[src/rtl/dcache_pass_ctrl_pkg.sv]
// rtl/dcache_pass_ctrl_pkg.sv - shared types and constants for the dcache_pass sequencer
package dcache_pass_ctrl_pkg;

    localparam int DATA_WIDTH  = 32;
    localparam int DATA_DEPTH  = 8;
    localparam int BE_WIDTH    = DATA_WIDTH / 8;
    localparam int PHYS_WIDTH  = 32;
    localparam int LABEL_WIDTH = PHYS_WIDTH - $clog2(BE_WIDTH);
    localparam int CNT_WIDTH   = $clog2(DATA_DEPTH + 1);

    typedef logic [PHYS_WIDTH-1:0]  phys_t;
    typedef logic [DATA_WIDTH-1:0]  data_t;
    typedef logic [BE_WIDTH-1:0]    be_t;
    typedef logic [LABEL_WIDTH-1:0] label_t;
    typedef logic [CNT_WIDTH-1:0]   cnt_t;

    localparam logic DPASS_LS_STORE = 1'b0;
    localparam logic DPASS_LS_LOAD  = 1'b1;

    // Field order must stay bit-identical to the dcache_pass line_t
    typedef struct packed {
        logic   ls_type;
        be_t    be;
        label_t label;
        data_t  data;
    } dpass_line_t;

    typedef enum logic [1:0] {
        IDLE      = 2'd0,
        WAIT_LOAD = 2'd1,
        RESP      = 2'd2
    } dpass_ctrl_state_e;

    function automatic label_t addr_to_label(input phys_t addr);
        return addr[PHYS_WIDTH-1:$clog2(BE_WIDTH)];
    endfunction

endpackage

[src/rtl/dcache_pass_ctrl_if.sv]
// rtl/dcache_pass_ctrl_if.sv - MEM-stage request bus and dcache_pass line bus
interface dcache_pass_ctrl_if;
    import dcache_pass_ctrl_pkg::*;

    logic        req;
    logic        req_we;
    logic        req_sync;
    be_t         req_be;
    phys_t       req_addr;
    data_t       req_wdata;
    logic        stall;
    data_t       rdata;
    logic        rdata_vld;
    logic        err;
    dpass_line_t pline;
    logic        push;
    logic        full;
    dpass_line_t rline;
    logic        rline_vld;

    modport master (
        output req, req_we, req_sync, req_be, req_addr, req_wdata, full, rline, rline_vld,
        input  stall, rdata, rdata_vld, err, pline, push
    );

    modport slave (
        input  req, req_we, req_sync, req_be, req_addr, req_wdata, full, rline, rline_vld,
        output stall, rdata, rdata_vld, err, pline, push
    );

endinterface

[src/rtl/dcache_pass_ctrl.sv]
// rtl/dcache_pass_ctrl.sv - sequences uncached load/store/sync requests into dcache_pass
module dcache_pass_ctrl
    import dcache_pass_ctrl_pkg::*;
(
    input  logic               clk,
    input  logic               rst,
    dcache_pass_ctrl_if.slave  bus
);

    dpass_ctrl_state_e state_q, state_d;
    cnt_t              outstanding_q, outstanding_d;
    cnt_t              ahead_q, ahead_d;
    label_t            label_q, label_d;
    data_t             rdata_q, rdata_d;
    logic              rdata_vld_q, rdata_vld_d;
    logic              err_q, err_d;

    logic              push_w;
    logic              stall_w;
    dpass_line_t       pline_w;
    logic              unused_addr_bits;

    assign unused_addr_bits = ^bus.req_addr[$clog2(BE_WIDTH)-1:0];

    always_comb begin
        pline_w         = '0;
        pline_w.ls_type = ~bus.req_we;
        pline_w.be      = bus.req_be;
        pline_w.label   = addr_to_label(bus.req_addr);
        pline_w.data    = bus.req_we ? bus.req_wdata : '0;
    end

    // Gated by rst so nothing leaks into dcache_pass while both are held in reset
    assign push_w = bus.req & ~bus.req_sync & ~bus.full & (state_q == IDLE) & ~rst;

    always_comb begin
        stall_w = 1'b0;
        case (state_q)
            IDLE: begin
                if (!bus.req)          stall_w = 1'b0;
                else if (bus.req_sync) stall_w = (outstanding_q != '0);
                else if (bus.full)     stall_w = 1'b1;
                else                   stall_w = ~bus.req_we;
            end
            WAIT_LOAD: stall_w = 1'b1;
            default:   stall_w = 1'b0;
        endcase
        stall_w = stall_w & ~rst;
    end

    always_comb begin
        state_d       = state_q;
        outstanding_d = outstanding_q;
        ahead_d       = ahead_q;
        label_d       = label_q;
        rdata_d       = rdata_q;
        rdata_vld_d   = 1'b0;
        err_d         = err_q;

        if (bus.rline_vld && outstanding_q == '0) begin
            err_d         = 1'b1;
            outstanding_d = outstanding_q + cnt_t'(push_w);
        end else begin
            outstanding_d = outstanding_q + cnt_t'(push_w) - cnt_t'(bus.rline_vld);
        end

        case (state_q)
            IDLE: begin
                if (push_w && !bus.req_we) begin
                    // Entries still owed ahead of this load, net of one retiring right now
                    ahead_d = (bus.rline_vld && outstanding_q != '0) ? outstanding_q - 1'b1
                                                                     : outstanding_q;
                    label_d = addr_to_label(bus.req_addr);
                    state_d = WAIT_LOAD;
                end
            end
            WAIT_LOAD: begin
                if (bus.rline_vld) begin
                    if (ahead_q != '0) begin
                        ahead_d = ahead_q - 1'b1;
                    end else begin
                        rdata_d     = bus.rline.data;
                        rdata_vld_d = 1'b1;
                        state_d     = RESP;
                        if (bus.rline.ls_type != DPASS_LS_LOAD || bus.rline.label != label_q)
                            err_d = 1'b1;
                    end
                end
            end
            RESP: begin
                state_d = IDLE;
            end
            default: begin
                state_d = IDLE;
            end
        endcase
    end

    always_ff @(posedge clk or posedge rst) begin
        if (rst) begin
            state_q       <= IDLE;
            outstanding_q <= '0;
            ahead_q       <= '0;
            label_q       <= '0;
            rdata_q       <= '0;
            rdata_vld_q   <= 1'b0;
            err_q         <= 1'b0;
        end else begin
            state_q       <= state_d;
            outstanding_q <= outstanding_d;
            ahead_q       <= ahead_d;
            label_q       <= label_d;
            rdata_q       <= rdata_d;
            rdata_vld_q   <= rdata_vld_d;
            err_q         <= err_d;
        end
    end

    assign bus.pline     = pline_w;
    assign bus.push      = push_w;
    assign bus.stall     = stall_w;
    assign bus.rdata     = rdata_q;
    assign bus.rdata_vld = rdata_vld_q;
    assign bus.err       = err_q;

endmodule

[src/flat_wrapper.sv]
// flat-port wrapper written by rule: the top's interface ports become plain ports
module dcache_pass_ctrl_flat import dcache_pass_ctrl_pkg::*;
  (clk, rst, bus_req, bus_req_we, bus_req_sync, bus_req_be, bus_req_addr, bus_req_wdata, bus_full, bus_rline, bus_rline_vld, bus_stall, bus_rdata, bus_rdata_vld, bus_err, bus_pline, bus_push);
  dcache_pass_ctrl_if bus_i ();
  input  logic clk;
  input  logic rst;
  input wire logic [$bits(bus_i.req)-1:0] bus_req;
  input wire logic [$bits(bus_i.req_we)-1:0] bus_req_we;
  input wire logic [$bits(bus_i.req_sync)-1:0] bus_req_sync;
  input wire logic [$bits(bus_i.req_be)-1:0] bus_req_be;
  input wire logic [$bits(bus_i.req_addr)-1:0] bus_req_addr;
  input wire logic [$bits(bus_i.req_wdata)-1:0] bus_req_wdata;
  input wire logic [$bits(bus_i.full)-1:0] bus_full;
  input wire logic [$bits(bus_i.rline)-1:0] bus_rline;
  input wire logic [$bits(bus_i.rline_vld)-1:0] bus_rline_vld;
  output wire logic [$bits(bus_i.stall)-1:0] bus_stall;
  output wire logic [$bits(bus_i.rdata)-1:0] bus_rdata;
  output wire logic [$bits(bus_i.rdata_vld)-1:0] bus_rdata_vld;
  output wire logic [$bits(bus_i.err)-1:0] bus_err;
  output wire logic [$bits(bus_i.pline)-1:0] bus_pline;
  output wire logic [$bits(bus_i.push)-1:0] bus_push;
  assign bus_i.req = bus_req;
  assign bus_i.req_we = bus_req_we;
  assign bus_i.req_sync = bus_req_sync;
  assign bus_i.req_be = bus_req_be;
  assign bus_i.req_addr = bus_req_addr;
  assign bus_i.req_wdata = bus_req_wdata;
  assign bus_i.full = bus_full;
  assign bus_i.rline = bus_rline;
  assign bus_i.rline_vld = bus_rline_vld;
  assign bus_stall = bus_i.stall;
  assign bus_rdata = bus_i.rdata;
  assign bus_rdata_vld = bus_i.rdata_vld;
  assign bus_err = bus_i.err;
  assign bus_pline = bus_i.pline;
  assign bus_push = bus_i.push;
  dcache_pass_ctrl u_core (.clk(clk), .rst(rst), .bus(bus_i));
endmodule
[config.mk]
export PLATFORM = sky130hd
export DESIGN_NAME = dcache_pass_ctrl_flat
export DESIGN_NICKNAME = d
export VERILOG_FILES = /design/src/rtl/dcache_pass_ctrl_pkg.sv /design/src/rtl/dcache_pass_ctrl_if.sv /design/src/rtl/dcache_pass_ctrl.sv /design/src/flat_wrapper.sv
export SDC_FILE = /design/constraint.sdc
export NUM_CORES = 1
export LEC_CHECK = 0
export BUFFER_PORTS_ARGS = -buffer_cell sky130_fd_sc_hd__buf_2
export CAP_MARGIN = 20
export CORE_UTILIZATION = 30
export CTS_CLUSTER_DIAMETER = 80
export DETAILED_ROUTE_END_ITERATION = 10
export PLACE_DENSITY = 0.66
export SLEW_MARGIN = 0
export SYNTH_ARGS = -nofsm -noshare
export SYNTH_HDL_FRONTEND = slang
export SYNTH_SLANG_ARGS = --single-unit
[constraint.sdc]
create_clock -name clk -period 2.3 [get_ports clk]
set_input_delay 0.23 -clock clk [delete_from_list [all_inputs] [get_ports clk]]
set_output_delay 0.23 -clock clk [all_outputs]
set_load 0.005 [all_outputs]
==> impl_metrics.env <==
export IMPL_worst_path_largest_cell_delay_ns=0.40
export IMPL_num_rows=41
export IMPL_routed_wl_um=9770
export IMPL_ctsHoldBuffers=0
export IMPL_synthesis_nets=540
export IMPL_place_detailed_instances=751
export IMPL_hold_viol_final=0
export IMPL_reg2reg_slack_ns=0.34
export IMPL_power_net_switching_mw=1.68
export IMPL_cts_tree="built"
export IMPL_floorplan_initialDensity=0.310
export IMPL_rsz0062_at_grt="no"
export IMPL_layout_min_cycle_time_ns=1.96
export IMPL_drc=0
export IMPL_power_density_cell_area_nw_per_um2=987
export IMPL_maxCapViolations=0
export IMPL_sw_frac_of_total=0.324
export IMPL_vias_in_the_first_global_route=3163
export IMPL_post_route_cells_drive_above_1_share=0.488
export IMPL_crit_top_cell="sky130_fd_sc_hd__ha_1"
export IMPL_nFillCells=1231
export IMPL_critical_path_reg2reg_startpoint="u_core.state_q[0]$_DFFE_PP0P_"
export IMPL_number_of_enable_flip_flop_cells_after_synthesis=0
export IMPL_reg2reg_to="u_core.outstanding_q[3]$_DFF_PP0_"
export IMPL_crit_path_cell_trace="nor4_2 > and2_1 > ha_1 > ha_1 > nor4b_1 > xnor2_1"
export IMPL_final_design_area_excluding_fillers_um2=5270
export IMPL_cts_sinks=74
export IMPL_io_pins=245
export IMPL_syn_area_um2=3920
export IMPL_post_synth_top_area_cell="sky130_fd_sc_hd__dfrtp_1"
export IMPL_slew_viol_final=0
export IMPL_detail_route_iter0_violations=98
export IMPL_die_area_um2=13500
export IMPL_postCtsSetupBuffers=0
export IMPL_internal_power_mw=3.51
export IMPL_fin_tns_setup_ns=0
export IMPL_worst_path_buf_inv=0
export IMPL_clock_fmax_ghz=0.509
export IMPL_critPathLaunchType="register"
export IMPL_seqPwrFrac=0.430
export IMPL_globalRouteOverflowTotal=0
export IMPL_yosys_register_bits=74
export IMPL_vdd_ir_drop_max_v=0.000420
export IMPL_power_leakage_nw=2.86
export IMPL_post_synth_top_count_cell="sky130_fd_sc_hd__nand2_1"
export IMPL_place_detailed_hpwl_um=7660
export IMPL_synth_area_top_cells="sky130_fd_sc_hd__dfrtp_1, sky130_fd_sc_hd__nand2_1, sky130_fd_sc_hd__mux2_2"
export IMPL_seqCellArea_um2=1850
export IMPL_vias_per_cell=4.30
export IMPL_register_area_share_after_synthesis=0.472
export IMPL_synthToLayoutAreaGrowth_pct=34.3
export IMPL_timing_clock_skew_ns=0.00747
export IMPL_comb_power_share=0.331
export IMPL_worstMarginPinSlew_ns=0.475
export IMPL_yosysWarnings=0
export IMPL_finalNonFillerCells=766
export IMPL_critPathKind="reg2reg"
export IMPL_synth_largest_type_area_fraction=0.472
export IMPL_antenna_violating_nets_post_route=0
export IMPL_die_h_um=116
export IMPL_cts_buffers_inserted=9
export IMPL_synth_main_ff_cell="sky130_fd_sc_hd__dfrtp_1"
export IMPL_core_region_area_um2=12700
export IMPL_pre_cts_ws_ns=0.349
export IMPL_clockBufferDepth=2
export IMPL_antenna_found_initial=0
export IMPL_htree_levels=3
export IMPL_cts_root_buffer_cell="sky130_fd_sc_hd__clkbuf_16"
export IMPL_status="finished, final reports clean"
export IMPL_drt_pre_antenna_iters=4
export IMPL_worst_path_dominant_cell_family="simple AND/OR/NAND/NOR gates"
export IMPL_global_route_wire_length_before_repair_um=15400
export IMPL_p_clk_frac=0.239
export IMPL_die_x_um=116
export IMPL_cp_arrival_ns=2.17
export IMPL_cp_slowest_cell="sky130_fd_sc_hd__dfrtp_1"
export IMPL_post_route_period_util=0.854
export IMPL_num_vias=3296
export IMPL_r2r_worst_path_cells=6
export IMPL_antenna_diode_count=0
export IMPL_place_port_buffers=230
export IMPL_yosys_top_cells_count="sky130_fd_sc_hd__nand2_1, sky130_fd_sc_hd__dfrtp_1, sky130_fd_sc_hd__buf_4, sky130_fd_sc_hd__and2_1, sky130_fd_sc_hd__mux2_2"
export IMPL_worstHoldPathType="in2async"
export IMPL_crit_path_end_kind="register"
export IMPL_worstPathRequired_ns=2.50
export IMPL_routedWlPerCell_um=12.7
export IMPL_postPlaceCellArea_um2=5010
export IMPL_clk_transition_reported_paths_ns=0.05
export IMPL_avgSynthCellArea_um2=10.0
export IMPL_gr_usage_all_layers=0.151
export IMPL_yosys_cell_types_count=45
export IMPL_multiInputGateArea_um2=1690
export IMPL_final_setup_worst_slack_ns=0.336
export IMPL_report_final_setup_viol=0
export IMPL_timing_critical_path_fanout_max=3
export IMPL_netlist_instances=392
export IMPL_grt_max_degree=39
export IMPL_cts_repair_resize_count=0
export IMPL_synth_async_reset_ratio=1.00
export IMPL_final_net_count=738
export IMPL_clk_latency_ns=0.33
export IMPL_place_congestion=0.792
export IMPL_fin_util=0.416
export IMPL_slew_limit_headroom=0.683
power groups by stage:
stage	sequential [mW]	combinational [mW]	clock (mW)
detailed placement	2.25	1.76	0
floorplan	2.20	1.16	0
finish	2.23	1.72	1.24
CTS	2.24	1.75	1.29
global route	2.31	1.96	1.36
global placement	2.23	1.69	0
stage by stage:
stage / hold WS, ns / power (mW)
final: 0.0299 / 5.20
after global routing: 0.0764 / 5.62
after CTS: 0.0454 / 5.28
after detailed placement: 0.405 / 4.00
after global placement: 0.403 / 3.92
after floorplan: 0.335 / 3.36
layer usage:
layer	routed length, µm	track usage	up-vias	part of all wire
met1	4350	0.188	1534	0.45
li1	-	-	1636	-
met4	199	0.0632	0	0.020
met2	4640	0.241	109	0.48
met5	0	0	-	0
met3	575	0.0462	17	0.059
logic make-up after synthesis:
logic type	synth area share
xor gates and xnor gates	0.0781
DFF	0.472
AOI/OAI and AO/OA	0.0418
buffers and inverters	0.0982
muxes	0.0861
and+or+nand+nor	0.204
adders and majority gates	0.0191
how the worst max path moves through the flow:
stage / to / cells past startpoint / slack (ns) / start
CTS: u_core.outstanding_q[3]$_DFF_PP0_ / 6 / 0.33 / u_core.state_q[0]$_DFFE_PP0P_
finish: u_core.outstanding_q[3]$_DFF_PP0_ / 6 / 0.34 / u_core.state_q[0]$_DFFE_PP0P_
detailed placement: u_core.outstanding_q[3]$_DFF_PP0_ / 6 / 0.35 / u_core.state_q[0]$_DFFE_PP0P_
global route: u_core.outstanding_q[3]$_DFF_PP0_ / 6 / 0.19 / u_core.state_q[0]$_DFFE_PP0P_
floorplan: bus_stall / 2 / 0.02 / rst
global placement: u_core.outstanding_q[3]$_DFF_PP0_ / 6 / 0.41 / u_core.state_q[0]$_DFFE_PP0P_
registers in the layout, indices dropped and copies added (netlist names):
name,count
u_core.bus.rdata,32
u_core.label_q,30
u_core.ahead_q,4
u_core.outstanding_q,4
u_core.state_q,2
u_core.bus.err,1
u_core.bus.rdata_vld,1
worst register-to-register path, cell delays in order (launching register included):
cell and delay, ns:
sky130_fd_sc_hd__dfrtp_1 0.40, sky130_fd_sc_hd__nor4_2 0.30, sky130_fd_sc_hd__and2_1 0.19, sky130_fd_sc_hd__ha_1 0.17, sky130_fd_sc_hd__ha_1 0.25, sky130_fd_sc_hd__nor4b_1 0.39
sky130_fd_sc_hd__xnor2_1 0.12
cells in the final DEF, fill, tap and decap left out, drive strengths merged, types with 2 or more instances in the layout:
cell type | Yosys | final
o21ai | 3 | 3
nand4 | 6 | 6
xnor2 | 22 | 22
nor3 | 3 | 3
buf | 42 | 236
a211oi | 2 | 2
clkbuf | 7 | 12
and2 | 33 | 33
nand2b | 2 | 2
nand2 | 99 | 99
nor2b | 2 | 2
dfrtp | 74 | 74
nor4 | 5 | 5
nor2 | 5 | 5
clkinv | 0 | 3
nand3 | 7 | 7
a21oi | 6 | 6
inv | 10 | 9
mux2 | 30 | 30
ha | 6 | 6
xor2 | 13 | 13
cell type report:
type,count,area share
flip-flops and latches,74,0.352
repair buffers,236,0.232
well taps,172,0.0409
clock inverters,3,0.00333
inverters,10,0.00737
multi-input cells,259,0.320
clock buffers,12,0.0449
(Power assumes the default switching activity.)
